`config.mk`:
```
export PLATFORM = sky130hd
export DESIGN_NAME = controle_partida
export DESIGN_NICKNAME = d
export VERILOG_FILES = /design/src/rtl/controle_pkg.sv /design/src/rtl/controle_partida_temporizador.sv /design/src/rtl/controle_partida.sv
export SDC_FILE = /design/constraint.sdc
export NUM_CORES = 1
export LEC_CHECK = 0
export ABC_AREA = 1
export BUFFER_PORTS_ARGS = -buffer_cell sky130_fd_sc_hd__clkbuf_2
export CAP_MARGIN = 20
export CORE_MARGIN = 2
export CORE_UTILIZATION = 45
export CTS_CLUSTER_DIAMETER = 50
export CTS_CLUSTER_SIZE = 40
export DETAILED_ROUTE_END_ITERATION = 10
export PLACE_DENSITY = 0.67
export SLEW_MARGIN = 20
export SYNTH_ARGS = -nofsm -noshare
export SYNTH_HDL_FRONTEND = slang
export SYNTH_SLANG_ARGS = --single-unit
```
`constraint.sdc`:
```
create_clock -name clock -period 2.75 [get_ports clock]
set_input_delay 0.1375 -clock clock [delete_from_list [all_inputs] [get_ports clock]]
set_output_delay 0.1375 -clock clock [all_outputs]
set_load 0.03 [all_outputs]
```
`src/rtl/controle_pkg.sv`:
```
// Shared encodings and widths for the basketball game controller.
package controle_pkg;

    localparam int unsigned SEG_W = 10;
    localparam int unsigned PER_W = 3;

    typedef enum logic [2:0] {
        PARADO    = 3'd0,
        RODANDO   = 3'd1,
        PAUSADO   = 3'd2,
        INTERVALO = 3'd3,
        FIM       = 3'd4
    } estado_t;

    typedef enum logic [1:0] {
        PTS_NONE = 2'b00,
        PTS_1    = 2'b01,
        PTS_2    = 2'b10,
        PTS_3    = 2'b11
    } pts_t;

endpackage

```
`src/rtl/controle_partida_temporizador.sv`:
```
// Period timer: per-second prescaler feeding a saturating seconds down-counter.
module temporizador_periodo
    import controle_pkg::*;
#(
    parameter int unsigned TICKS_PER_SEC = 50_000_000,
    parameter int unsigned PERIOD_SEC    = 600
) (
    input  logic             clock,
    input  logic             clr,
    input  logic             load,
    input  logic             en,
    output logic [SEG_W-1:0] seg_rest,
    output logic             expira
);

    localparam int unsigned PRE_W = (TICKS_PER_SEC > 1) ? $clog2(TICKS_PER_SEC) : 1;

    logic [PRE_W-1:0] prescaler;
    logic             tick;

    assign tick   = en && (prescaler == PRE_W'(TICKS_PER_SEC - 1));
    // Expiry is the edge on which the count steps from 1 to 0.
    assign expira = tick && (seg_rest == SEG_W'(1));

    always_ff @(posedge clock or negedge clr) begin
        if (!clr) begin
            prescaler <= '0;
            seg_rest  <= SEG_W'(PERIOD_SEC);
        end else if (load) begin
            prescaler <= '0;
            seg_rest  <= SEG_W'(PERIOD_SEC);
        end else if (en) begin
            if (tick) begin
                prescaler <= '0;
                if (seg_rest != '0) begin
                    seg_rest <= seg_rest - SEG_W'(1);
                end
            end else begin
                prescaler <= prescaler + PRE_W'(1);
            end
        end
    end

endmodule

```
`src/rtl/controle_partida.sv`:
```
// Game controller: start/pause FSM, period sequencing and per-team point routing.
module controle_partida
    import controle_pkg::*;
#(
    parameter int unsigned TICKS_PER_SEC = 50_000_000,
    parameter int unsigned PERIOD_SEC    = 600,
    parameter int unsigned NUM_PERIODS   = 4
) (
    input  logic             clock,
    input  logic             clr,
    input  logic             btn_start,
    input  logic [1:0]       btn_pts,
    input  logic             chave_time,
    output logic [1:0]       soma_t1,
    output logic [1:0]       soma_t2,
    output logic             clr_placar,
    output logic [PER_W-1:0] periodo,
    output logic [SEG_W-1:0] seg_rest,
    output logic [2:0]       estado,
    output logic             fim_jogo
);

    estado_t          state;
    estado_t          stateNext;
    logic             startQ;
    logic [1:0]       ptsQ;
    logic             startEv;
    logic             ptsEv;
    logic             loadTimer;
    logic             clrPulse;
    logic             expira;
    logic [PER_W-1:0] periodoNext;
    logic [1:0]       soma1Next;
    logic [1:0]       soma2Next;

    assign startEv = btn_start && !startQ;
    assign ptsEv   = (ptsQ == PTS_NONE) && (btn_pts != PTS_NONE);
    assign estado  = state;

    temporizador_periodo #(
        .TICKS_PER_SEC(TICKS_PER_SEC),
        .PERIOD_SEC   (PERIOD_SEC)
    ) u_temporizador (
        .clock   (clock),
        .clr     (clr),
        .load    (loadTimer),
        .en      (state == RODANDO),
        .seg_rest(seg_rest),
        .expira  (expira)
    );

    always_ff @(posedge clock or negedge clr) begin
        if (!clr) begin
            state <= PARADO;
        end else begin
            state <= stateNext;
        end
    end

    // Next state; expiry outranks a start press in the same cycle.
    always_comb begin
        stateNext   = state;
        loadTimer   = 1'b0;
        clrPulse    = 1'b0;
        periodoNext = periodo;
        soma1Next   = PTS_NONE;
        soma2Next   = PTS_NONE;
        unique case (state)
            PARADO: begin
                if (startEv) begin
                    stateNext   = RODANDO;
                    loadTimer   = 1'b1;
                    clrPulse    = 1'b1;
                    periodoNext = PER_W'(1);
                end
            end
            RODANDO: begin
                if (expira) begin
                    stateNext = (periodo < PER_W'(NUM_PERIODS)) ? INTERVALO : FIM;
                end else if (startEv) begin
                    stateNext = PAUSADO;
                end
            end
            PAUSADO: begin
                if (startEv) begin
                    stateNext = RODANDO;
                end
            end
            INTERVALO: begin
                if (startEv) begin
                    stateNext   = RODANDO;
                    loadTimer   = 1'b1;
                    periodoNext = periodo + PER_W'(1);
                end
            end
            FIM: begin
                if (startEv) begin
                    stateNext   = PARADO;
                    loadTimer   = 1'b1;
                    periodoNext = PER_W'(1);
                end
            end
            default: begin
                stateNext = PARADO;
            end
        endcase
        if (ptsEv && (state == RODANDO || state == PAUSADO)) begin
            if (chave_time) begin
                soma2Next = btn_pts;
            end else begin
                soma1Next = btn_pts;
            end
        end
    end

    always_ff @(posedge clock or negedge clr) begin
        if (!clr) begin
            periodo    <= PER_W'(1);
            soma_t1    <= PTS_NONE;
            soma_t2    <= PTS_NONE;
            clr_placar <= 1'b1;
            fim_jogo   <= 1'b0;
            startQ     <= 1'b0;
            ptsQ       <= PTS_NONE;
        end else begin
            periodo    <= periodoNext;
            soma_t1    <= soma1Next;
            soma_t2    <= soma2Next;
            clr_placar <= !clrPulse;
            fim_jogo   <= (stateNext == FIM);
            startQ     <= btn_start;
            ptsQ       <= btn_pts;
        end
    end

endmodule

```
==> results of run 1 <==
==> path summary, 6_finish.rpt <==
check | from | to | slack, ns | depth (start not counted)
max | btn_start | u_temporizador.prescaler[9] | 0.64 | 9
min | clr | u_temporizador.prescaler[5] | 0.35 | 2
max reg2reg | estado[0] | u_temporizador.prescaler[9] | 0.70 | 8
min reg2reg | u_temporizador.seg_rest[6] | u_temporizador.seg_rest[6] | 0.53 | 2
max in group asynchronous | clr | u_temporizador.seg_rest[9] | 1.55 | 3
min in group clock | btn_start | startQ | 0.48 | 2
==> critical path, delay by kind of cell <==
family | cells | cell delay, ns
AOI/OAI and AO/OA | 1 | 0.18
and+or+nand+nor | 4 | 1.15
buffers and inverters | 4 | 0.88
==> Yosys cell counts, types with 3 or more instances <==
| cell type | number |
|---|---|
| sky130_fd_sc_hd__xor2_1 | 5 |
| sky130_fd_sc_hd__nor2_1 | 65 |
| sky130_fd_sc_hd__nand3_1 | 47 |
| sky130_fd_sc_hd__nor3_1 | 11 |
| sky130_fd_sc_hd__nand2_2 | 7 |
| sky130_fd_sc_hd__dfstp_2 | 6 |
| sky130_fd_sc_hd__nand4_1 | 11 |
| sky130_fd_sc_hd__inv_1 | 48 |
| sky130_fd_sc_hd__o21ai_1 | 3 |
| sky130_fd_sc_hd__inv_2 | 7 |
| sky130_fd_sc_hd__o21ai_0 | 15 |
| sky130_fd_sc_hd__nor3_2 | 3 |
| sky130_fd_sc_hd__buf_6 | 5 |
| sky130_fd_sc_hd__or2_2 | 3 |
| sky130_fd_sc_hd__a21oi_1 | 8 |
| sky130_fd_sc_hd__nand2_1 | 124 |
| sky130_fd_sc_hd__dfrtp_1 | 45 |
| sky130_fd_sc_hd__ha_1 | 5 |
==> cells by family (layout without fill, tap and decap cells) <==
kind of cell	Yosys count	in the layout	synth area share
AND/OR/NAND/NOR	285	285	0.4125
XOR/XNOR	6	6	0.01663
flip-flops	51	51	0.4062
buffers and inverters	63	97	0.08788
adder cells (fa/ha/maj)	5	5	0.01979
AO/OA/AOI/OAI	33	33	0.05701
==> power groups by stage <==
stage	clock network, mW	registers, mW	logic [mW]
finish	0.473	0.991	0.931
global route	0.524	1.01	1.04
CTS	0.490	0.991	0.936
detailed placement	0	1.01	0.927
global placement	0	0.999	0.917
floorplan	0	1.12	0.632
==> layout make-up <==
cell class,instances,share of cell area
repair buffers,33,0.05498
clock inverters,3,0.008211
inverters,56,0.06034
clock buffers,5,0.01964
multi-input cells,329,0.4563
well taps,96,0.03427
flip-flops and latches,51,0.3663
==> per-layer routing <==
metal,vias up,part of all wire
met3,11,0.045
met4,0,0.014
met1,1337,0.50
met5,-,0
met2,75,0.44
li1,1476,-
==> per-stage QoR <==
| stage | utilization | area (sq um) |
|---|---|---|
| 5_1_grt | 0.5158 | 3505 |
| 3_5_place_dp | 0.4941 | 3357 |
| 6_report | 0.5158 | 3505 |
| 3_3_place_gp | 0.4941 | 3357 |
| 2_1_floorplan | - | 3161 |
| 4_1_cts | 0.5158 | 3505 |
==> registers in the layout (all words and copies together) (netlist names) <==
signal and cells:
startQ 1, estado 3, periodo 3, soma_t1 2, clr_placar 1, ptsQ 2, soma_t2 2, u_temporizador.prescaler 26
u_temporizador.seg_rest 10, fim_jogo 1
==> flow_metrics.py, run 1 <==
metrics = {
    "worst_setup_path": {
        "timing.critical_path.fanout_max": 26,
        "category_of_the_worst_setup_path_capture_point": "flop",
        "setup.worst_path.start_class": "input pin",
        "worst_ep_arrival_time_ns": 2.36,
        "critical_path.max_stage_delay_ns": 0.53,
        "critical_path_required_ns": 3.01,
        "critPathSlowestCell": "sky130_fd_sc_hd__dlygate4sd3_1",
        "critPathKind": "in2reg",
        "worstPathCellList": "dlygate4sd3_1, clkbuf_2, inv_1, nor2_1, nand2_2, nand2_4, inv_2, o21ai_0, and3_1",
    },
    "layout": {
        "total_area_of_sequential_cells_sq_um": 1284,
        "mostFrequentLayoutCells": "124 x sky130_fd_sc_hd__nand2_1, 65 x sky130_fd_sc_hd__nor2_1, 48 x sky130_fd_sc_hd__inv_1",
        "final_net_count": 487,
        "final_cell_count_no_fill": 573,
        "antenna-diode-count": 0,
        "drive_above_1_share": 0.1530,
        "layout.cells.most_common": "sky130_fd_sc_hd__nand2_1",
        "multi_input_comb_area_sq_um": 1599,
        "area_growth_syn_to_layout_pct": 10.89,
        "layout.filler_cells": 670,
    },
    "clock_network": {
        "insertion_delay_ns": 0.31,
        "cts_buffers": 5,
        "post_cts_resize_count": 0,
        "cts_max_level": 2,
        "cts.clk_slew.worst_paths_ns": 0.11,
        "postCtsHoldBufs": 5,
        "clk_sinks": 51,
        "cts_setup_buffers": 0,
        "clock_tree.buffer_depth": 2,
        "ctsRootBufferMaster": "sky130_fd_sc_hd__clkbuf_8",
        "cts_tree": "built",
    },
    "floorplan": {
        "core_sq_um": 6794,
        "core.rowCount": 30,
        "start_util": 0.4652,
        "die_h_um": 87.81,
        "die-area_sq_um": 7710,
        "die_w_um": 87.81,
        "num_io_pins": 28,
    },
    "place": {
        "io_buffer_count": 27,
        "dp.final_hpwl_um": 5392,
        "gp_congestion": 0.9167,
        "post-place-ws_ns": 0.7235,
        "post-place-cells": 560,
    },
    "logic_synthesis": {
        "synth_warnings": 0,
        "synth_top_cells_by_area": "sky130_fd_sc_hd__dfrtp_1 36%, sky130_fd_sc_hd__nand2_1 15%, sky130_fd_sc_hd__nor2_1 7.7%",
        "synthDominantCellAreaShare": 0.3563,
        "synth.avg_cell_area_sq_um": 7.134,
        "share_of_the_yosys_chip_area_belonging_to_registers": 0.4062,
        "netlist.top_cell.by_area": "sky130_fd_sc_hd__dfrtp_1",
        "yosysUniqueCellTypes": 37,
        "ys.flop_type": "sky130_fd_sc_hd__dfrtp_1",
        "synth_cells": 443,
        "number_of_enable_type_register_cells_in_the_synthesized_netlist": 0,
        "share_of_flip_flops_with_an_asynchronous_set_or_reset_after_synthesis": 1.000,
        "mappedNetlistArea_sq_um": 3161,
        "flip_flop_and_latch_count_after_synthesis": 51,
        "postSynthNetCount": 454,
    },
    "global_route": {
        "grt_start_max_net_pins": 31,
        "grt_overflow_total": 0,
        "grt_first_pass_wirelength_um": 12270,
        "grt_antenna_before_repair": 0,
        "groute.usage.overall": 0.1990,
        "met1_usage": 0.2902,
        "vias_in_the_first_global_route": 2676,
        "globalRouteMet2Util": 0.3147,
        "use_met3": 0.03110,
        "top_usage_layer": "met2",
    },
    "timing": {
        "layout_setup_ws_ns": 0.6419,
        "fin_crit_sh": 0.7666,
        "smallest_hold_slack_ns": 0.3490,
        "clock_skew_ns": 0.01341,
        "rsz0062_at_grt": "no",
        "setup_viol": 0,
        "max_freq_mhz": 474.4,
        "timing.setup.tns_ns": 0,
        "normalized_max_slew_margin": 0.6001,
        "finalHoldViolations": 0,
        "min_period_ns": 2.108,
        "max_slew.worst_pin.slew_ns": 0.5998,
        "timing.final.max_slew_violations": 0,
    },
    "power_and_ir_drop": {
        "power.leakage_nw": 1.700,
        "intPower_mw": 1.335,
        "power_per_cell_area_nw_per_um2": 683.2,
        "pwr-share-comb": 0.389,
        "power.net_switching_mw": 1.059,
        "report.power.total_mw": 2.394,
        "ir_worst_vdd_uv": 385.4,
        "clock_power_share": 0.197,
        "p_seq_frac": 0.414,
        "netSwitchingFraction": 0.4423,
    },
    "route": {
        "drc": 0,
        "wl_per_cell_um": 12.58,
        "routed_wl_um": 7210,
        "first_pass_iters": 5,
        "drt.antenna.violating_nets": 0,
        "drt_iter0_drc": 257,
        "via_per_inst": 5.059,
        "vias_after_detailed_routing": 2899,
    },
    "min_path": {
        "worst_hold_path_type": "in2async",
    },
    "outcome": {
        "status": "finished clean",
    },
    "job": {
        "drv.max_cap_violation_count": 0,
    },
}
Note: power is estimated with default switching activity, not from simulation.
==> inputs of run 2 (changes only) <==
--- a/config.mk
+++ b/config.mk
@@ -13,7 +13,7 @@
 export CTS_CLUSTER_DIAMETER = 50
 export CTS_CLUSTER_SIZE = 40
 export DETAILED_ROUTE_END_ITERATION = 10
-export PLACE_DENSITY = 0.67
+export PLACE_DENSITY = 0.69
 export SLEW_MARGIN = 20
 export SYNTH_ARGS = -nofsm -noshare
 export SYNTH_HDL_FRONTEND = slang
==> constraint.sdc (replaced) <==
create_clock -name clock -period 1.8 [get_ports clock]
set_input_delay 0.09 -clock clock [delete_from_list [all_inputs] [get_ports clock]]
set_output_delay 0.09 -clock clock [all_outputs]
set_load 0.03 [all_outputs]
==> flow_metrics.py, run 2 (synthesis gave the netlist of run 1 again) <==
metrics = {
    "outcome": {
        "status": "finished clean",
    },
    "job": {
        "drv.max_cap_violation_count": 0,
    },
    "power_and_ir_drop": {
        "ir_worst_vdd_uv": 756.4,
        "power_per_cell_area_nw_per_um2": 1090,
        "power.leakage_nw": 1.773,
        "report.power.total_mw": 3.962,
    },
    "route": {
        "met1_length_um": 3619,
        "route.top_layer_used": "met4",
        "wl_per_cell_um": 13.14,
        "drc": 0,
        "via_per_inst": 5.120,
        "routed-wl-met2_um": 3579,
        "drt.antenna.violating_nets": 0,
        "routed_wl_um": 7673,
        "first_pass_iters": 5,
        "wl_met3_um": 378,
        "vias_after_detailed_routing": 2990,
        "drt_iter0_drc": 174,
    },
    "worst_setup_path": {
        "timing.critical_path.fanout_max": 13,
        "critPathKind": "reg2reg",
        "setup.worst_path.start_class": "flop",
        "worst_ep_arrival_time_ns": 1.83,
        "critical_path_required_ns": 2.01,
        "category_of_the_worst_setup_path_capture_point": "flop",
    },
    "layout": {
        "largest_register_ff_count": 26,
        "reg_top3": "u_temporizador.prescaler (26), u_temporizador.seg_rest (10)",
        "largest-register": "u_temporizador.prescaler",
        "final_net_count": 498,
        "area_growth_syn_to_layout_pct": 15.04,
        "layout.filler_cells": 657,
        "layout.cells.most_common": "sky130_fd_sc_hd__nand2_1",
        "mostFrequentLayoutCells": "124 x sky130_fd_sc_hd__nand2_1, 64 x sky130_fd_sc_hd__nor2_1, 47 x sky130_fd_sc_hd__inv_1, 47 x sky130_fd_sc_hd__nand3_1, 44 x sky130_fd_sc_hd__dfrtp_1",
        "multi_input_comb_area_sq_um": 1607,
        "total_area_of_sequential_cells_sq_um": 1285,
        "drive_above_1_share": 0.1803,
        "antenna-diode-count": 0,
    },
    "timing": {
        "timing.final.max_slew_violations": 0,
        "setup_viol": 0,
        "clock_skew_ns": 0.006974,
        "rsz0062_at_grt": "no",
        "max_freq_mhz": 614.4,
        "fin_crit_sh": 0.9043,
        "timing.setup.tns_ns": 0,
        "normalized_max_slew_margin": 0.6020,
        "min_period_ns": 1.628,
        "max_slew.worst_pin.slew_ns": 0.5970,
        "finalHoldViolations": 0,
    },
    "place": {
        "io_buffer_count": 27,
        "gp_congestion": 0.9341,
        "dp.final_hpwl_um": 5764,
    },
    "clock_network": {
        "ctsRootBufferMaster": "sky130_fd_sc_hd__clkbuf_8",
        "cts_setup_buffers": 0,
        "clk_sinks": 51,
        "cts_buffers": 5,
        "cts_tree": "built",
        "clock_tree.buffer_depth": 2,
        "insertion_delay_ns": 0.31,
        "cts.clk_slew.worst_paths_ns": 0.10,
        "cts_max_level": 2,
    },
    "global_route": {
        "grt_antenna_before_repair": 0,
        "grt_start_max_net_pins": 31,
        "grt_first_pass_wirelength_um": 13230,
        "vias_in_the_first_global_route": 2769,
        "groute.usage.overall": 0.2171,
        "grt_overflow_total": 0,
    },
    "min_path": {
        "worst_hold_path_type": "in2async",
    },
    "floorplan": {
        "die_h_um": 87.81,
        "num_io_pins": 28,
        "core.rowCount": 30,
        "die_w_um": 87.81,
        "die-area_sq_um": 7710,
        "core_sq_um": 6794,
        "start_util": 0.4652,
    },
}
run 2: through the flow:
step | hold WS (ns) | std cells | setup slack (ns) | util | instance area, sq um
after floorplan | -0.2056 | 443 | 0.2339 | - | 3161
after CTS | 0.3337 | 584 | 0.09070 | 0.5333 | 3623
final | 0.3055 | 584 | 0.1723 | 0.5352 | 3636
after global placement | 0.1203 | 571 | 0.1230 | 0.5081 | 3452
after global routing | 0.3654 | 584 | 0.001056 | 0.5352 | 3636
after detailed placement | 0.1288 | 571 | 0.1235 | 0.5081 | 3452
run 2: cell type report:
cell class              count  area share
well taps                  96     0.03304
clock buffers               6     0.02271
repair buffers             44     0.08018
flip-flops and latches     51      0.3534
inverters                  56     0.05816
clock inverters             2     0.01067
multi-input cells         329      0.4418
run 2: power by group:
| part | switching, mW | internal (mW) |
|---|---|---|
| clock | 0.414 | 0.458 |
| combinational | 1.07 | 0.509 |
| sequential | 0.173 | 1.34 |
run 2: final timing paths:
path	startpoint	endpoint	slack, ns	depth (start not counted)
max	estado[1]	u_temporizador.prescaler[13]	0.17	8
min	clr	u_temporizador.prescaler[4]	0.31	2
max reg2reg	estado[1]	u_temporizador.prescaler[13]	0.17	8
min reg2reg	u_temporizador.seg_rest[6]	u_temporizador.seg_rest[6]	0.52	2
max in group asynchronous	clr	u_temporizador.seg_rest[4]	0.85	3
min in group clock	btn_start	startQ	0.45	2
run 2: what timing repair did:
action / 4_1_cts / 5_1_grt
setup endpoints to repair: 0 / 6
endpoints found under the hold margin: 25 / 0
resized for setup: 0 / 6
hold buffers: 5 / 0
run 2: critical path: stages, from the launching register on:
cell and delay [ns]:
sky130_fd_sc_hd__dfrtp_1 0.44, sky130_fd_sc_hd__inv_2 0.11, sky130_fd_sc_hd__nand2_2 0.11, sky130_fd_sc_hd__nand2_1 0.10, sky130_fd_sc_hd__nand2_2 0.13, sky130_fd_sc_hd__nand2_4 0.19, sky130_fd_sc_hd__buf_4 0.19, sky130_fd_sc_hd__nand3_1 0.08
sky130_fd_sc_hd__and3_1 0.18
run 2: metal layers:
metal	global-route usage	vias up
met5	0	-
met4	0.05455	0
met1	0.3107	1379
li1	-	1504
met3	0.03487	8
met2	0.3450	99
==> inputs of run 3 (changes only) <==
--- a/config.mk
+++ b/config.mk
@@ -8,7 +8,7 @@
 export ABC_AREA = 1
 export BUFFER_PORTS_ARGS = -buffer_cell sky130_fd_sc_hd__clkbuf_2
 export CAP_MARGIN = 20
-export CORE_MARGIN = 2
+export CORE_MARGIN = 4
 export CORE_UTILIZATION = 45
 export CTS_CLUSTER_DIAMETER = 50
 export CTS_CLUSTER_SIZE = 40
@@ -18,3 +18,4 @@
 export SYNTH_ARGS = -nofsm -noshare
 export SYNTH_HDL_FRONTEND = slang
 export SYNTH_SLANG_ARGS = --single-unit
+export TNS_END_PERCENT = 5
==> flow_metrics.py, run 3 (synthesis gave the netlist of run 1 again) <==
metrics = {
    "outcome": {
        "status": "finished clean",
    },
    "layout": {
        "largest-register": "u_temporizador.prescaler",
        "area_growth_syn_to_layout_pct": 14.65,
        "layout.cell_area.non_filler_sq_um": 3623,
        "antenna-diode-count": 0,
        "final_net_count": 499,
        "layout.cells.most_common": "sky130_fd_sc_hd__nand2_1",
        "drive_above_1_share": 0.1779,
        "mostFrequentLayoutCells": "124 x sky130_fd_sc_hd__nand2_1, 65 x sky130_fd_sc_hd__nor2_1, 48 x sky130_fd_sc_hd__inv_1",
        "largest_register_ff_count": 26,
        "reg_top3": "u_temporizador.prescaler (26), u_temporizador.seg_rest (10)",
    },
    "global_route": {
        "vias_in_the_first_global_route": 2787,
        "top_usage_layer": "met1",
        "met1_usage": 0.2793,
        "grt_overflow_total": 0,
        "grt_first_pass_wirelength_um": 12940,
        "use_met3": 0.03035,
        "grt_start_max_net_pins": 52,
        "grt_antenna_before_repair": 0,
        "globalRouteMet2Util": 0.2763,
        "groute.usage.overall": 0.1853,
    },
    "timing": {
        "rsz0062_at_grt": "yes",
        "timing.setup.tns_ns": 0,
        "layout_setup_ws_ns": 0.1487,
        "min_period_ns": 1.651,
        "finalHoldViolations": 0,
        "fin_crit_sh": 0.9174,
        "timing.final.max_slew_violations": 0,
        "clock_skew_ns": 0.008143,
        "normalized_max_slew_margin": 0.5684,
        "max_slew.worst_pin.slew_ns": 0.6473,
        "setup_viol": 0,
        "max_freq_mhz": 605.6,
    },
    "floorplan": {
        "start_util": 0.4652,
        "die_w_um": 91.81,
        "core.rowCount": 30,
        "core_sq_um": 6794,
        "die-area_sq_um": 8428,
        "die_h_um": 91.81,
        "num_io_pins": 28,
    },
    "power_and_ir_drop": {
        "power.leakage_nw": 1.773,
        "power_per_cell_area_nw_per_um2": 1075,
        "ir_worst_vdd_uv": 700.9,
    },
    "route": {
        "drc": 0,
        "drt_iter0_drc": 193,
        "first_pass_iters": 5,
        "wl_per_cell_um": 12.71,
        "routed_wl_um": 7438,
        "via_per_inst": 5.036,
        "drt.antenna.violating_nets": 0,
        "vias_after_detailed_routing": 2946,
    },
    "clock_network": {
        "cts_tree": "built",
        "cts_max_level": 2,
        "insertion_delay_ns": 0.31,
        "clk_sinks": 51,
        "cts.clk_slew.worst_paths_ns": 0.10,
        "cts_buffers": 5,
        "ctsRootBufferMaster": "sky130_fd_sc_hd__clkbuf_8",
        "clock_tree.buffer_depth": 2,
        "cts_setup_buffers": 0,
    },
    "worst_setup_path": {
        "critPathKind": "reg2reg",
        "timing.critical_path.fanout_max": 16,
        "setup.worst_path.start_class": "flop",
        "r2r_cells": 8,
        "worst_ep_arrival_time_ns": 1.85,
        "critical_path_required_ns": 2.00,
        "category_of_the_worst_setup_path_capture_point": "flop",
    },
    "job": {
        "drv.max_cap_violation_count": 0,
    },
    "place": {
        "post-place-ws_ns": 0.1577,
        "placed_cell_area_sq_um": 3447,
        "io_buffer_count": 27,
        "gp_congestion": 0.9351,
        "dp.final_hpwl_um": 5606,
    },
    "min_path": {
        "worst_hold_path_type": "in2async",
    },
}
-- run 3: path summary, 6_finish.rpt --
| check | start | endpoint | slack, ns |
|---|---|---|---|
| max | estado[1] | u_temporizador.prescaler[4] | 0.15 |
| min | clr | u_temporizador.prescaler[5] | 0.42 |
| max reg2reg | estado[1] | u_temporizador.prescaler[4] | 0.15 |
| min reg2reg | u_temporizador.seg_rest[6] | u_temporizador.seg_rest[6] | 0.53 |
| max in group asynchronous | clr | u_temporizador.seg_rest[8] | 0.95 |
| min in group clock | btn_start | startQ | 0.45 |
-- run 3: timing repair --
action / CTS / global route
gates resized for setup: 0 / 3
setup endpoints to repair: 0 / 8
hold buffers: 5 / 0
hold endpoints to repair: 50 / 0
-- run 3: routing by layer --
metal | wire length (um) | vias up
met5 | 0 | -
met4 | 89 | 0
met3 | 375 | 9
met2 | 3273 | 71
met1 | 3699 | 1365
li1 | - | 1501
-- run 3: area by class of cell --
type	count	area, sq um
flip-flops and latches	51	1284
multi-input cells	329	1609
clock inverters	3	47.55
inverters	56	211.5
fillers	652	3171
clock buffers	5	68.82
repair buffers	45	282.8
well taps	96	120.1
-- run 3: power by group --
group,switching (mW),internal [mW]
clock,0.417,0.422
combinational,1.06,0.492
sequential,0.170,1.34
total,1.64,2.25
-- run 3: metrics by stage --
stage | util | std cells | total power [mW] | hold slack (ns)
3_5_place_dp | 0.5074 | 572 | 3.053 | 0.2317
4_1_cts | 0.5319 | 585 | 3.915 | 0.4387
2_1_floorplan | - | 443 | 2.682 | -0.2056
5_1_grt | 0.5333 | 585 | 4.173 | 0.4564
3_3_place_gp | 0.5074 | 572 | 3.015 | 0.2151
6_report | 0.5333 | 585 | 3.896 | 0.4214
-- run 3: critical path, stage by stage (launching register included) --
cell and delay, ns:
sky130_fd_sc_hd__dfrtp_1 0.44, sky130_fd_sc_hd__inv_2 0.10, sky130_fd_sc_hd__nand2_2 0.07, sky130_fd_sc_hd__nor2_4 0.16
sky130_fd_sc_hd__inv_1 0.11, sky130_fd_sc_hd__nand2_4 0.19, sky130_fd_sc_hd__inv_2 0.18, sky130_fd_sc_hd__o21ai_0 0.19
sky130_fd_sc_hd__a21oi_1 0.09
